<file path="src/rtl/alu_pkg.sv">
// rtl/alu_pkg.sv - op encodings shared with the control unit, core FSM states, default width
package alu_pkg;

    localparam int ALU_WIDTH = 8;

    typedef logic [1:0] alu_op_t;

    localparam alu_op_t OP_ADD = 2'b00;
    localparam alu_op_t OP_SUB = 2'b01;
    localparam alu_op_t OP_MUL = 2'b10;
    localparam alu_op_t OP_DIV = 2'b11;

    typedef enum logic [1:0] {
        ST_IDLE = 2'b00,
        ST_RUN  = 2'b01,
        ST_DONE = 2'b10
    } alu_state_t;

endpackage

</file>
<file path="src/rtl/alu_iter_step.sv">
// rtl/alu_iter_step.sv - one MUL add-shift or DIV compare-subtract-shift iteration (DIV path under ALU_SEQ_DIV_EN)
module alu_iter_step
    import alu_pkg::*;
#(
    parameter int WIDTH = ALU_WIDTH
) (
    input  logic             op_div,
    input  logic [WIDTH-1:0] hi,
    input  logic [WIDTH-1:0] lo,
    input  logic [WIDTH-1:0] operand,
    output logic [WIDTH-1:0] hi_next,
    output logic [WIDTH-1:0] lo_next
);

    // MUL: hi is the partial-product accumulator, lo the remaining multiplier bits
    logic [WIDTH:0]   mul_sum;
    logic [WIDTH-1:0] mul_hi;
    logic [WIDTH-1:0] mul_lo;

    assign mul_sum = lo[0] ? ({1'b0, hi} + {1'b0, operand}) : {1'b0, hi};
    assign mul_hi  = mul_sum[WIDTH:1];
    assign mul_lo  = {mul_sum[0], lo[WIDTH-1:1]};

`ifdef ALU_SEQ_DIV_EN
    // DIV: hi is the partial remainder, lo the dividend shifting out / quotient shifting in
    logic [WIDTH:0]   shifted;
    logic             ge;
    logic [WIDTH-1:0] diff;

    assign shifted = {hi, lo[WIDTH-1]};
    assign ge      = shifted >= {1'b0, operand};
    assign diff    = shifted[WIDTH-1:0] - operand;

    always_comb begin
        hi_next = mul_hi;
        lo_next = mul_lo;
        if (op_div) begin
            hi_next = ge ? diff : shifted[WIDTH-1:0];
            lo_next = {lo[WIDTH-2:0], ge};
        end
    end
`else
    logic unused_op_div;
    assign unused_op_div = op_div;

    always_comb begin
        hi_next = mul_hi;
        lo_next = mul_lo;
    end
`endif

endmodule

</file>
<file path="src/rtl/alu_seq_core.sv">
// rtl/alu_seq_core.sv - iterative 8-bit ADD/SUB/MUL/DIV execution core; divider present only with ALU_SEQ_DIV_EN
module alu_seq_core
    import alu_pkg::*;
#(
    parameter int WIDTH = ALU_WIDTH
) (
    input  logic             clk,
    input  logic             reset,
    input  logic             start,
    input  logic [1:0]       alu_op,
    input  logic [WIDTH-1:0] a,
    input  logic [WIDTH-1:0] b,
    output logic [WIDTH-1:0] result_lo,
    output logic [WIDTH-1:0] result_hi,
    output logic             flag,
    output logic             busy,
    output logic             done
);

    localparam int CW = $clog2(WIDTH + 1);

    alu_state_t       state;
    alu_op_t          op_q;
    logic [CW-1:0]    cnt;
    logic [WIDTH-1:0] acc_hi;
    logic [WIDTH-1:0] acc_lo;
    logic [WIDTH-1:0] operand;
    logic [WIDTH-1:0] step_hi;
    logic [WIDTH-1:0] step_lo;
    logic [WIDTH:0]   add_sum;

    assign add_sum = {1'b0, a} + {1'b0, b};

    alu_iter_step #(.WIDTH(WIDTH)) u_step (
        .op_div  (op_q == OP_DIV),
        .hi      (acc_hi),
        .lo      (acc_lo),
        .operand (operand),
        .hi_next (step_hi),
        .lo_next (step_lo)
    );

    always_ff @(posedge clk) begin
        if (!reset) begin
            state     <= ST_IDLE;
            op_q      <= OP_ADD;
            cnt       <= '0;
            acc_hi    <= '0;
            acc_lo    <= '0;
            operand   <= '0;
            result_lo <= '0;
            result_hi <= '0;
            flag      <= 1'b0;
            busy      <= 1'b0;
            done      <= 1'b0;
        end else begin
            done <= 1'b0;
            case (state)
                ST_IDLE: begin
                    if (start) begin
                        op_q <= alu_op;
                        busy <= 1'b1;
                        case (alu_op)
                            OP_ADD: begin
                                result_lo <= add_sum[WIDTH-1:0];
                                result_hi <= {{(WIDTH-1){1'b0}}, add_sum[WIDTH]};
                                flag      <= add_sum[WIDTH];
                                done      <= 1'b1;
                                state     <= ST_DONE;
                            end
                            OP_SUB: begin
                                result_lo <= a - b;
                                result_hi <= '0;
                                flag      <= (a < b);
                                done      <= 1'b1;
                                state     <= ST_DONE;
                            end
                            OP_MUL: begin
                                acc_hi  <= '0;
                                acc_lo  <= b;
                                operand <= a;
                                cnt     <= CW'(WIDTH);
                                state   <= ST_RUN;
                            end
                            default: begin
`ifdef ALU_SEQ_DIV_EN
                                if (b == '0) begin
                                    result_lo <= '1;
                                    result_hi <= a;
                                    flag      <= 1'b1;
                                    done      <= 1'b1;
                                    state     <= ST_DONE;
                                end else begin
                                    acc_hi  <= '0;
                                    acc_lo  <= a;
                                    operand <= b;
                                    cnt     <= CW'(WIDTH);
                                    state   <= ST_RUN;
                                end
`else
                                result_lo <= '0;
                                result_hi <= '0;
                                flag      <= 1'b1;
                                done      <= 1'b1;
                                state     <= ST_DONE;
`endif
                            end
                        endcase
                    end
                end
                ST_RUN: begin
                    acc_hi <= step_hi;
                    acc_lo <= step_lo;
                    cnt    <= cnt - 1'b1;
                    // results are published only once the last iteration lands
                    if (cnt == CW'(1)) begin
                        result_hi <= step_hi;
                        result_lo <= step_lo;
                        flag      <= 1'b0;
                        done      <= 1'b1;
                        state     <= ST_DONE;
                    end
                end
                ST_DONE: begin
                    busy  <= 1'b0;
                    state <= ST_IDLE;
                end
                default: begin
                    busy  <= 1'b0;
                    state <= ST_IDLE;
                end
            endcase
        end
    end

endmodule

</file>
<file path="config.mk">
export PLATFORM = sky130hd
export DESIGN_NAME = alu_seq_core
export DESIGN_NICKNAME = d
export VERILOG_FILES = /design/src/rtl/alu_pkg.sv /design/src/rtl/alu_iter_step.sv /design/src/rtl/alu_seq_core.sv
export SDC_FILE = /design/constraint.sdc
export NUM_CORES = 1
export LEC_CHECK = 0
export ABC_AREA = 1
export BUFFER_PORTS_ARGS = -buffer_cell sky130_fd_sc_hd__buf_4
export CAP_MARGIN = 20
export CORE_MARGIN = 1.5
export CORE_UTILIZATION = 58
export DETAILED_ROUTE_END_ITERATION = 10
export PLACE_DENSITY = 0.81
export SLEW_MARGIN = 20
export SYNTH_ARGS = -nofsm -noshare
export SYNTH_HDL_FRONTEND = slang
export SYNTH_SLANG_ARGS = --single-unit
</file>
<file path="constraint.sdc">
create_clock -name clk -period 2.1 [get_ports clk]
set_input_delay 0.315 -clock clk [delete_from_list [all_inputs] [get_ports clk]]
set_output_delay 0.315 -clock clk [all_outputs]
set_load 0.01 [all_outputs]
</file>
After elaboration in Yosys (flattened, before gate mapping)

Cells that the tools add are included.

Logic and storage cells: 64
Register bits after elaboration: 49

Muxes and demuxes: 32
Reductions and logical operators: 8
Order comparisons: 1
Bitwise operators: 1
Equal/unequal tests: 8
Add/sub/neg operators: 4

Operators by type and width:

| operator                                          | number |
|---|---|
| case mux 8 bit (2 select lines)                   | 5 |
| two-way mux 8 bit                                 | 8 |
| case mux 8 bit (3 select lines)                   | 1 |
| adder 8 x 8 -> 9 bit                              | 2 |
| two-way mux 9 bit                                 | 1 |
| < comparator 8 bit                                | 1 |
| two-way mux 4 bit                                 | 2 |
| case mux 4 bit (2 select lines)                   | 1 |
| subtractor 8 bit                                  | 1 |
| two-way mux 1 bit                                 | 6 |
| two-way mux 2 bit                                 | 3 |
| != test 2 bit (second input constant)             | 3 |
| case mux 1 bit (2 select lines)                   | 3 |
| AND reduction 3 bit                               | 2 |
| == test 2 x 1 -> 1 bit (second input constant)    | 2 |
| == test 4 x 1 -> 1 bit (second input constant)    | 1 |
| logical NOT 2 bit                                 | 2 |
| case mux 2 bit (2 select lines)                   | 1 |
| AND reduction 2 bit                               | 2 |
| AND reduction 4 bit                               | 1 |
| subtractor 4 x 1 -> 4 bit (second input constant) | 1 |
| case mux 1 bit (3 select lines)                   | 1 |
| == test 2 bit (second input constant)             | 1 |
| != test 2 x 1 -> 1 bit (second input constant)    | 1 |
| 2 further kinds                                   | 2 |

Logic depth before layout (Yosys ltp)

Word-level depth: 4
Mapped depth: 13
Depth with buffers taken out: 12

By module

From an unflattened synthesis, not the netlist that was laid out.

Cells, all modules: 514
Area total of the unflattened synthesis: 3440.8 um2

By module, submodules not included:

| module        | instances | cells each | area an instance (um2) |
|---|---|---|---|
| alu_seq_core  | 1         | 423        | 2935.3 |
| alu_iter_step | 1         | 91         | 505.5 |

Worst setup path before layout

No wires, ideal clock.

Kind: input -> register
Start point: in a[0]
End point: reg result_lo[4]
Data arrival time: 1.489 ns
Required time: 1.970 ns
Path slack: 0.481 ns
Stages on the path: 10
Path through: inv_1 > ha_1 > inv_1 > fa_1 > nand3_1 > nand3_1 > o21ai_0 > nand2_1 > a21oi_1 > nor2_1

Longest elaborated chain between the ends: 4
Elaborated cells between the ends (all ways): 5
Those cells by class: add/sub (2); mux (3)

RTL lines:

| element                                                         | line                                   | RTL |
|---|---|---|
| start: declaration                                              | alu_seq_core.sv:11                     | `input logic [WIDTH-1:0] a,` |
| subtractor 8 bit / adder 8 x 8 -> 9 bit (equally long branches) | alu_seq_core.sv:72, alu_seq_core.sv:32 |  |
| case mux 8 bit (3 select lines) *                               | alu_seq_core.sv:63                     | `case (alu_op)` |
| two-way mux 8 bit *                                             | alu_seq_core.sv:60                     | `if (start) begin` |
| case mux 8 bit (2 select lines) *                               | alu_seq_core.sv:58                     | `case (state)` |
| end signal: assignment                                          | alu_seq_core.sv:65                     | `result_lo <= add_sum[WIDTH-1:0];` |
| end signal: assignment                                          | alu_seq_core.sv:72                     | `result_lo <= a - b;` |
| end signal: assignment                                          | alu_seq_core.sv:118                    | `result_lo <= step_lo;` |
| end: declaration                                                | alu_seq_core.sv:13                     | `output logic [WIDTH-1:0] result_lo,` |

Every way passes the cells marked *; elsewhere a longest branch is shown, timed or not. The select of a mux whose other input is x is not followed.
A chain may end at the register's enable or synchronous reset.

Worst setup path in the final report

Start point: reg acc_hi[0]
End point: reg result_hi[5]

Longest elaborated chain between the ends: 4

RTL lines:

| element                         | line                | RTL |
|---|---|---|
| start: declaration              | alu_seq_core.sv:25  | `logic [WIDTH-1:0] acc_hi;` |
| start signal: assignment        | alu_seq_core.sv:112 | `acc_hi <= step_hi;` |
| adder 8 x 8 -> 9 bit            | alu_iter_step.sv:20 | `assign mul_sum = lo[0] ? ({1'b0, hi} + {1'b0, operand}) : {1'b0, hi};` |
| two-way mux 9 bit               | alu_iter_step.sv:20 |  |
| two-way mux 8 bit               | alu_seq_core.sv:116 | `if (cnt == CW'(1)) begin` |
| case mux 8 bit (2 select lines) | alu_seq_core.sv:58  |  |
| end signal: assignment          | alu_seq_core.sv:66  | `result_hi <= {{(WIDTH-1){1'b0}}, add_sum[WIDTH]};` |
| end signal: assignment          | alu_seq_core.sv:117 | `result_hi <= step_hi;` |
| end: declaration                | alu_seq_core.sv:14  | `output logic [WIDTH-1:0] result_hi,` |

Every way passes these cells. The select of a mux whose other input is x is not followed.

==> flow_metrics.env <==
export IMPL_start_util_pct=60.94
export IMPL_status="completed"
export IMPL_yosys_top_cells_area="dfxtp_1 (31%), nand2_1 (12%), ha_1 (11%)"
export IMPL_syn_nets=509
export IMPL_chipWidth_um=76.95
export IMPL_dieArea_mm2=0.005921
export IMPL_area_growth_pct=12.58
export IMPL_synth_edff_count=0
export IMPL_max_freq_ghz=0.5436
export IMPL_cts_repair_resized=0
export IMPL_max_slew_margin_pct=65.44
export IMPL_hold_violations=0
export IMPL_nNetsFinal=542
export IMPL_grt_pass1_wl_um=13250
export IMPL_layout_commonest_cell="nand2_1"
export IMPL_required_ns=2.34
export IMPL_fin_hold_ws_ns=0.2604
export IMPL_powerDensity_mw_per_mm2=590.2
export IMPL_cts_root_buf="clkbuf_8"
export IMPL_synth_async_sr_flop_share_pct=0
export IMPL_placed_area_mm2=0.003471
export IMPL_cts_setup_buffers=0
export IMPL_yosys_warnings=0
export IMPL_synth_main_ff_cell="dfxtp_1"
export IMPL_synth_avg_cell_area_um2=6.925
export IMPL_skew_ns=0.008956
export IMPL_worstSetupPathType="flop to flop"
export IMPL_yosys_register_bits=49
export IMPL_yosysTopAreaCellShare_pct=30.93
export IMPL_grt_pass1_vias=2965
export IMPL_ys_seq_area_share_pct=30.93
export IMPL_drc=0
export IMPL_cap_viol_max_count=0
export IMPL_syn_area_mm2=0.003172
export IMPL_antenna_cells=0
export IMPL_drt_iter0_drc=146
export IMPL_finalSetupTns_ns=0
export IMPL_ios=40
export IMPL_insertion_delay_ns=0.30
export IMPL_layout_drive_gt1_share_pct=13.82
export IMPL_dr_pass1_iters=5
export IMPL_post_drt_via_cell_ratio=5.447
export IMPL_cts_tree="built"
export IMPL_irDropWorstVdd_uv=427.6
export IMPL_wl_per_cell_um=14.10
export IMPL_worstPathArrival_ns=2.08
export IMPL_fin_area_mm2=0.003571
export IMPL_synth_top_area_cell="dfxtp_1"
export IMPL_crit_path_start_kind="flop"
export IMPL_portBuffers=39
export IMPL_min_period_over_period_pct=87.60
export IMPL_worstMarginPinSlew_ns=0.5178
export IMPL_numClockSinks=49
export IMPL_h_tree_depth=2
export IMPL_end_kind="flop"
export IMPL_rsz0062_at_grt="no"
export IMPL_hold_buffers=0
export IMPL_routabilityCongestion=0.9525
export IMPL_final_cell_mix="nand2_1 (105), inv_1 (54), dfxtp_1 (49), a21oi_1 (42), buf_4 (42)"
export IMPL_setup_viol=0
export IMPL_clock_tree_buffer_depth=2
export IMPL_ant_nets=0
export IMPL_antenna_found_initial=0
export IMPL_cts_clk_slew_worst_paths_ns=0.09
export IMPL_rows=26
export IMPL_grt_start_max_net_pins=27
export IMPL_groute_usage_overall_pct=27.99
export IMPL_slew_violations=0
export IMPL_fp_dieH_um=76.95
export IMPL_drt_total_wl_um=7925
export IMPL_overflow=0
export IMPL_synth_cells=458
export IMPL_fin_crit_ns=1.840
export IMPL_core_area_mm2=0.005205
export IMPL_cp_max_fo=3
export IMPL_vias=3061
export IMPL_hp_class="input pin to flop"
export IMPL_synth_cell_types=41
export IMPL_dp_hpwl_um=6145
export IMPL_cts_made_buffers=5
export IMPL_p_leak_nw=1.668
-- final timing paths --
check	startpoint	end	slack (ns)	cells past startpoint
worst max-delay path	acc_hi[0]	result_hi[5]	0.26	10
worst min register to register	acc_lo[6]	acc_lo[6]	0.48	2
worst max register to register	acc_hi[0]	result_hi[5]	0.26	10
worst min-delay path	a[2]	operand[2]	0.26	3
-- registers in the layout (all words and copies together) (netlist names) --
| name | count |
|---|---|
| acc_lo | 8 |
| state | 2 |
| flag | 1 |
| operand | 8 |
| acc_hi | 8 |
| busy | 1 |
| result_hi | 8 |
| cnt | 4 |
| done | 1 |
| result_lo | 8 |
-- synth_stat cells, drive strengths merged, types with 2 or more instances --
library cell  instances
nand2               108
inv                  59
dfxtp                49
a21oi                45
nor2                 41
o21ai                36
nand3                35
ha                   27
buf                  13
a31oi                10
nand4                10
a211oi                3
clkbuf                3
fa                    3
xor2                  3
and2                  2
nor3                  2
-- worst max-delay path, stage by stage (launching register included) --
cell     delay [ns]
dfxtp_1        0.37
ha_1           0.18
inv_1          0.06
fa_1           0.42
o21ai_2        0.23
nand2_1        0.10
nand3_1        0.07
nand2_1        0.06
nand3_1        0.06
nand2_1        0.10
a21oi_1        0.14
-- per-layer routing --
layer	up-vias	GRT usage [%]	routed length (um)
met1	1395	33.23	3571
met2	79	49.56	3781
met3	22	4.881	319
met4	0	11.48	252
li1	1565	-	-
met5	-	0	0
-- cell type report --
class | count | area [um2]
Tap cell | 70 | 87.58
Sequential cell | 49 | 980.9
Clock inverter | 2 | 17.52
Multi-Input combinational cell | 333 | 1859
Inverter | 60 | 227.7
Clock buffer | 6 | 82.58
Fill cell | 490 | 1634
Timing Repair Buffer | 42 | 315.3
-- power breakdown --
part / internal (W) / switching [W]
Sequential: 0.000982 / 0.0000344
Combinational: 0.000192 / 0.000303
Clock: 0.000274 / 0.000322
Total: 0.00145 / 0.000660
-- through the flow --
| stage | util [%] | worst slack, ns | total power [W] | cells |
|---|---|---|---|---|
| global placement | 66.68 | 0.2499 | 0.001515 | 554 |
| detailed placement | 66.68 | 0.2163 | 0.001525 | 554 |
| CTS | 68.61 | 0.2606 | 0.002108 | 562 |
| floorplan | - | 0.4807 | 0.001369 | 458 |
| finish | 68.61 | 0.2604 | 0.002107 | 562 |
| global route | 68.61 | 0.06192 | 0.002225 | 562 |
-- logic make-up (layout without fill, tap and decap cells) --
logic type               after synthesis  in the layout  share of synthesized area [%]
XOR/XNOR                               4              4                          1.105
multiplexers                           1              1                         0.3156
buffers and inverters                 76            110                          10.45
adder cells (fa/ha/maj)               30             30                          12.54
AND/OR/NAND/NOR                      199            199                          27.38
flip-flops                            49             49                          30.93
AO/OA/AOI/OAI                         99             99                          17.28
No activity file was read; power rests on OpenSTA's default activity.
